<file path="config.mk">
export PLATFORM = sky130hd
export DESIGN_NAME = conv3x3_mac_sequencer
export DESIGN_NICKNAME = d
export VERILOG_FILES = /design/src/rtl/conv3x3_mac_sequencer.sv
export SDC_FILE = /design/constraint.sdc
export NUM_CORES = 1
export LEC_CHECK = 0
export CORE_MARGIN = 8
export CORE_UTILIZATION = 45
export DETAILED_ROUTE_END_ITERATION = 6
export PLACE_DENSITY = 0.72
export SLEW_MARGIN = 20
export SYNTH_ARGS = -nofsm -noshare
export SYNTH_HDL_FRONTEND = slang
export SYNTH_SLANG_ARGS = --single-unit
</file>
<file path="constraint.sdc">
create_clock -name clk -period 2.4 [get_ports clk]
set_input_delay 0.24 -clock clk [delete_from_list [all_inputs] [get_ports clk]]
set_output_delay 0.24 -clock clk [all_outputs]
set_load 0.005 [all_outputs]
</file>
<file path="src/rtl/conv3x3_mac_sequencer.sv">
// Steps one 3x3 window through a shared two-cycle signed multiplier, one tap at a time,
// accumulating the nine products and presenting the full sum plus a clamped 8-bit pixel.
module conv3x3_mac_sequencer #(
  parameter int ACC_W = 20,
  parameter int SHIFT = 0
) (
  input  logic                    clk,
  input  logic                    rst_n,
  input  logic                    k_wr,
  input  logic [3:0]              k_addr,
  input  logic [7:0]              k_data,
  input  logic                    pix_valid,
  input  logic [7:0]              pix_data,
  output logic                    pix_ready,
  output logic                    mul_req,
  output logic [7:0]              mul_x,
  output logic [7:0]              mul_y,
  input  logic                    mul_done,
  input  logic [15:0]             mul_z,
  output logic                    res_valid,
  input  logic                    res_ready,
  output logic signed [ACC_W-1:0] res_acc,
  output logic [7:0]              res_pix,
  output logic                    busy,
  output logic                    k_err
);

  typedef enum logic [2:0] {S_IDLE, S_LOAD, S_ISSUE, S_WAIT, S_DONE} state_t;

  state_t                  state_q, state_d;
  logic signed [7:0]       kern_q [0:8];
  logic signed [7:0]       kern_d [0:8];
  logic signed [7:0]       pbuf_q [0:8];
  logic signed [7:0]       pbuf_d [0:8];
  logic [3:0]              cnt_q, cnt_d;
  logic [3:0]              tap_q, tap_d;
  logic signed [ACC_W-1:0] acc_q, acc_d;
  logic                    k_err_q, k_err_d;
  logic                    pix_accept;
  logic signed [ACC_W-1:0] shifted;

  assign pix_ready  = (state_q == S_IDLE) || (state_q == S_LOAD);
  assign pix_accept = pix_valid && pix_ready;

  always_comb begin
    state_d = state_q;
    kern_d  = kern_q;
    pbuf_d  = pbuf_q;
    cnt_d   = cnt_q;
    tap_d   = tap_q;
    acc_d   = acc_q;
    k_err_d = 1'b0;

    // Kernel is only writable while idle; out-of-range taps are silently dropped.
    if (k_wr) begin
      if (state_q != S_IDLE) begin
        k_err_d = 1'b1;
      end else if (k_addr <= 4'd8) begin
        kern_d[k_addr] = k_data;
      end
    end

    unique case (state_q)
      S_IDLE: begin
        if (pix_accept) begin
          pbuf_d[0] = pix_data;
          cnt_d     = 4'd1;
          acc_d     = '0;
          state_d   = S_LOAD;
        end
      end
      S_LOAD: begin
        if (pix_accept) begin
          pbuf_d[cnt_q] = pix_data;
          if (cnt_q == 4'd8) begin
            cnt_d   = '0;
            tap_d   = '0;
            state_d = S_ISSUE;
          end else begin
            cnt_d = cnt_q + 4'd1;
          end
        end
      end
      S_ISSUE: state_d = S_WAIT;
      S_WAIT: begin
        if (mul_done) begin
          acc_d = acc_q + ACC_W'($signed(mul_z));
          if (tap_q == 4'd8) begin
            tap_d   = '0;
            state_d = S_DONE;
          end else begin
            tap_d   = tap_q + 4'd1;
            state_d = S_ISSUE;
          end
        end
      end
      S_DONE: begin
        if (res_ready) state_d = S_IDLE;
      end
      default: state_d = S_IDLE;
    endcase
  end

  always_ff @(posedge clk or negedge rst_n) begin
    if (!rst_n) begin
      state_q <= S_IDLE;
      for (int i = 0; i < 9; i++) begin
        kern_q[i] <= '0;
        pbuf_q[i] <= '0;
      end
      cnt_q   <= '0;
      tap_q   <= '0;
      acc_q   <= '0;
      k_err_q <= 1'b0;
    end else begin
      state_q <= state_d;
      kern_q  <= kern_d;
      pbuf_q  <= pbuf_d;
      cnt_q   <= cnt_d;
      tap_q   <= tap_d;
      acc_q   <= acc_d;
      k_err_q <= k_err_d;
    end
  end

  // Operands stay driven across the wait so the multiplier may sample them late.
  always_comb begin
    mul_x = '0;
    mul_y = '0;
    if ((state_q == S_ISSUE) || (state_q == S_WAIT)) begin
      mul_x = kern_q[tap_q];
      mul_y = pbuf_q[tap_q];
    end
  end

  assign mul_req   = (state_q == S_ISSUE);
  assign res_valid = (state_q == S_DONE);
  assign busy      = (state_q != S_IDLE);
  assign k_err     = k_err_q;
  assign shifted   = acc_q >>> SHIFT;

  // Result ports read zero outside DONE so a stale sum is never presented.
  always_comb begin
    res_acc = '0;
    res_pix = '0;
    if (state_q == S_DONE) begin
      res_acc = acc_q;
      if (shifted[ACC_W-1]) begin
        res_pix = 8'd0;
      end else if (shifted > ACC_W'(255)) begin
        res_pix = 8'd255;
      end else begin
        res_pix = shifted[7:0];
      end
    end
  end

endmodule

</file>
After elaboration in Yosys (flattened, before gate mapping). Cells that the tools add are included.

Flip-flop bits (word level): 176. Word-level logic and storage cells: 106. Output and inout port bits: 49.

Equal/unequal tests: 11. Add/subtract/negate cells: 3. Reductions and logical operators: 16. Bitwise logic cells: 4. Mux-type cells: 42. Magnitude comparators: 7.

Operators with widths (count): $bwmux 72 (2); $mux 8 (12); $mux 72 (1); $bmux 8 s4 (2); $demux 8 s4 (2); $mux 20 (3); $pmux 20 s2 (1); $mux 4 (7); $add 20x16->20 (1); $gt 20x9->1 const B (1); $mux 3 (6); $pmux 4 s2 (2); $pmux 8 s2 (1); $ge 5x5->1 const B (3); $not 4->5 (3); $pmux 3 s5 (1); $lt 5x1->1 const B (2); $reduce_and 3->1 (3); $add 4x1->4 const B (2); $eq 4x4->1 const B (2); $eq 3x2->1 const B (2); $ne 2x2->1 const B (3); $reduce_bool 2->1 (3); $reduce_and 5->1 (1); other kinds (12) (17).

Logic depth before layout (Yosys ltp).
Depth after elaboration: 8. Depth in mapped cells: 9. Mapped depth without buffers: 9.

Worst setup path before layout. No wires, ideal clock.

Kind: reg-to-reg. Start point: reg acc_q[0]. End point: reg acc_q[18]. Setup time: 0.124 ns. Cell stages (with the launch flop): 10. Setup slack: 0.078 ns. Arrival: 2.198 ns. Period minus slack after synthesis: 2.322 ns. Cell sequence: dfrtp_1 ha_1 fa_1 a21oi_1 o21ai_1 a21oi_2 o21ai_1 a31oi_1 mux2i_1 a211o_1.

Longest elaborated chain between the ends: 3.

RTL lines: start: declaration (line 37) `logic signed [ACC_W-1:0] acc_q, acc_d;`; start signal: assignment (line 113) `acc_q <= '0;`; start signal: assignment (line 121) `acc_q <= acc_d;`; $add 20x16->20 (line 87) `acc_d = acc_q + ACC_W'($signed(mul_z));`; $mux 20 (line 86) `if (mul_done) begin`; $pmux 20 s2 (line 63) `unique case (state_q)`.

No other way between the ends. The select of a mux whose other input is x is not followed. A chain may end at the register's enable or synchronous reset.

Final worst setup path.
Start point: reg tap_q[0]. End point: out mul_x[5].

Longest elaborated chain between the ends: 5.

RTL lines: start: declaration (line 36) `logic [3:0] tap_q, tap_d;`; start signal: assignment (line 120) `tap_q <= tap_d;`; $not 4->5 (not written as such) (line 131) `mul_x = kern_q[tap_q];`; $bmux 8 s4 (line 131); $mux 8 (not written as such) (2 in a row) (line 131); $mux 8 (line 130) `if ((state_q == S_ISSUE) || (state_q == S_WAIT)) begin`; end: declaration (line 16) `output logic [7:0] mul_x,`.

No other way between the ends. The select of a mux whose other input is x is not followed.

==> summary.md <==
| Metric | Value |
|---|---|
| Status | finished with violations |
| Failing checks | setup timing |
| CTS tree | yes |
| Max Root-Sink Buffers | 2 |
| Setup crit start kind | flop |
| Layout cell share with drive strength beyond 1 | 0.343 |
| Period utilisation layout | 1.03 |
| Area Overhead vs Synth | 26.6% |
| Antenna violations before repair | 0 |
| Top cells by area, synth | dfrtp_1 (47%), mux2_2 (16%), mux4_2 (7.7%) |
| HP Class | in2async |
| Total Routed Length | between 20000 and 25000 um |
| Maxcap violations | 0 |
| Worst Tran Pin Value | 0.533 ns |
| N_diodes | 0 |
| Initial Util | 0.459 |
| Worst Skew | between 0.015 and 0.02 ns |
| Post-route setup slack | -0.0773 ns |
| Crit path arrival time | around 2.2 ns |
| Filler cell count in the final layout | approximately 1600 |
| Crit path max-delay family | multiplexers |
| Static Leak | 5.42 nW |
| PwrDens | around 1100 nW/um^2 |
| Crit-path cells | buf_12, buf_12, mux4_2, mux2i_2, nor2_2, a21oi_2, nor2_1, buf_2 |
| Final hold viol count | 0 |
| RSZ-0062 raised after global routing | yes |
| Setup WS pre-CTS | -0.250 ns |
| Largest net degree at the start of global routing | 80 |
| # IOs | slightly above 90 |
| Met3 GRT Util | 0.0308 |
| Critical path depth | 8 |
| TritonCTS buffer count | 17 |
| Critical Path End | mul_x[5] |
| Post-synth EDFFs | 0 |
| Final min period | around 2.5 ns |
| Most frequent cells after synthesis | dfrtp_1 (176), mux2_2 (136), nand2_1 (71) |
| Reg2Reg Setup Slack | 0.11 ns |
| Most used cell, CP | buf_12 |
| 1st-pass router iterations | 5 |
| R2R Path Start | acc_q[16] |
| Worst Path Max Fanout | 6 |
| Die area | about 26000 um^2 |
| Synth cell types | 52 |
| Max incr delay on CP | between 0.5 and 0.6 ns |
| WL/cell | about 19 um |
| CTS clk-pin slew, worst paths | 0.06 ns |
| Post-route setup TNS | -0.397 ns |
| Most used DFF post-synth | dfrtp_1 |
| #FFs+latches synth | approximately 180 |
| Fraction of power spent switching nets | 0.328 |
| Grt total ovfl | 0 |
| Post-route ant nets | 0 |
| Clock Power Share | 0.231 |
| Area leader, netlist | dfrtp_1 |
| Syn Nets | ~860 |
| Via density | between 5 and 6 |
| Critical Path Start | tap_q[0] |
| Syn Area/Cell | between 10 and 15 um^2 |
| Dpl hpwl | 15700 um |
| Gpl congestion | roughly 0.85 |
| Post-synthesis cell area | just over 9000 um^2 |
| CTS Root Cell | clkbuf_16 |
| Worst VDD drop | just under 0.0007 V |
| Seq/Total Area, Yosys | 0.473 |
| Max Slew Vio Count | 0 |
| Met1 usage | 0.243 |
| Worst Reg-to-Reg Cells | 8 |
| Worst reg2reg endpoint | acc_q[19] |
| H-Tree Depth | 4 |
| Latest clock arrival within the worst-skew pair | around 0.44 ns |
| Fin util | 0.580 |
| Max Freq | between 400 and 500 MHz |
| DR vias | ~6900 |
| Fin nets | 1009 |
| GRT Total Usage | 0.184 |
| Met2 global-route usage | 0.306 |
| Number of synthesis warnings | 0 |
| Pint | roughly 0.0089 W |
| DRC Markers | 0 |
| Share of the synthesized area in the top cell type | 0.473 |
| Initial drt markers | roughly 320 |
| Die X | 160 um |
| Vias in the first global route | around 7100 |
| Critical Path End Type | output port |
| CP Buf/Inv Count | 3 |
| Critical Path RT | around 2.2 ns |
| Setup violations, final | 10 |
| Net switching power | 0.00437 W |
| Sequential Power Share | 0.364 |
| Critical path class | reg2out |
| Die Ht | ~160 um |
| Most Crowded Layer GR | met2 |
| First-pass GRT wire length | between 30000 and 40000 um |
| Top-count cell post-synth | dfrtp_1 |
| Slew HR | 0.644 |
| Critical path's slowest cell | mux4_2 |
| Site Rows | 52 |
| Comb pwr share | 0.405 |
| Async S/R FF share, synth | 1.00 |
| Cells after Synth | 790 |
| PortBufs | 90 |
| Clk sinks | roughly 180 |
| Core footprint | 20300 um^2 |
power by group through the flow:
stage | sequential [W] | clock, W | combinational (W)
after floorplan | 0.00458 | 0 | 0.00356
after global placement | 0.00482 | 0 | 0.00482
after detailed placement | 0.00488 | 0 | 0.00492
after CTS | 0.00482 | 0.00312 | 0.00531
after global routing | 0.00499 | 0.00323 | 0.00593
final | 0.00484 | 0.00308 | 0.00539
cell type report:
cell class	count	area (um^2)	share of cell area
Sequential cell	176	4410	0.374
Timing Repair Buffer	169	1570	0.133
Clock buffer	20	447	0.0379
Inverter	13	48.8	0.00414
Multi-Input combinational cell	564	4770	0.405
Tap cell	270	338	0.0287
Clock inverter	12	205	0.0174
layout by cell type, fill, tap and decap left out, types with 4 or more instances in the layout:
cell type        instances
inv_1                   13
o21ai_0                 45
nand2_1                 71
buf_12                   8
bufinv_16                5
a21o_1                   4
a21oi_1                 29
buf_6                   10
clkdlybuf4s50_1         70
nor2b_1                  8
nand4_1                  6
buf_2                   14
nand3b_1                 4
clkbuf_16               17
buf_4                   60
xnor2_1                  8
mux4_2                  32
ha_1                    25
nand3_1                 19
nor3_1                   5
dfrtp_2                  4
xor2_1                   5
nor2_2                   4
and3_1                  22
mux2i_1                 18
a21oi_2                  6
o31ai_1                  7
mux2_2                 136
dfrtp_1                172
o21a_1                  12
nor2_1                  52
logic make-up after synthesis:
family | share of synthesized area
simple gates | 0.116
compound gates | 0.0778
flops | 0.473
xor+xnor | 0.0122
fa+ha+maj | 0.0358
buf+inv | 0.0224
mux | 0.262
through the flow:
stage | cells | area [um^2] | power (W) | hold slack, ns
after global placement | 1168 | 10900 | 0.00964 | 0.200
after CTS | 1217 | 11700 | 0.0132 | 0.300
after global routing | 1224 | 11800 | 0.0142 | 0.330
after detailed placement | 1168 | 10900 | 0.00980 | 0.196
after floorplan | 790 | 9310 | 0.00814 | -0.0556
final | 1224 | 11800 | 0.0133 | 0.295
timing repair:
item	in CTS	in global routing
endpoints found under the setup margin	24	36
setup buffers	17	9
pin swaps	12	16
endpoints found under the hold margin	42	0
resized for setup	78	22
hold buffers	1	0
gates cloned	0	0
metal layers:
| layer | share of wire | routed length (um) | up-vias |
|---|---|---|---|
| met5 | 0 | 0 | - |
| met4 | 0.012 | 287 | 0 |
| met3 | 0.038 | 876 | 22 |
| met2 | 0.50 | 11500 | 158 |
| met1 | 0.45 | 10500 | 3508 |
| li1 | - | - | 3189 |
registers in the layout (all words and copies together), names as in the netlist:
| register | cells |
|---|---|
| acc_q | 20 |
| cnt_q | 4 |
| k_err | 1 |
| kern_q | 72 |
| pbuf_q | 72 |
| state_q | 3 |
| tap_q | 4 |
worst min path at each step:
stage / to / cells past startpoint
floorplan: acc_q[0] / 0
global placement: pbuf_q[21] / 1
detailed placement: pbuf_q[20] / 1
CTS: pbuf_q[20] / 2
global route: pbuf_q[27] / 2
finish: pbuf_q[20] / 2
(Power assumes the default switching activity.)
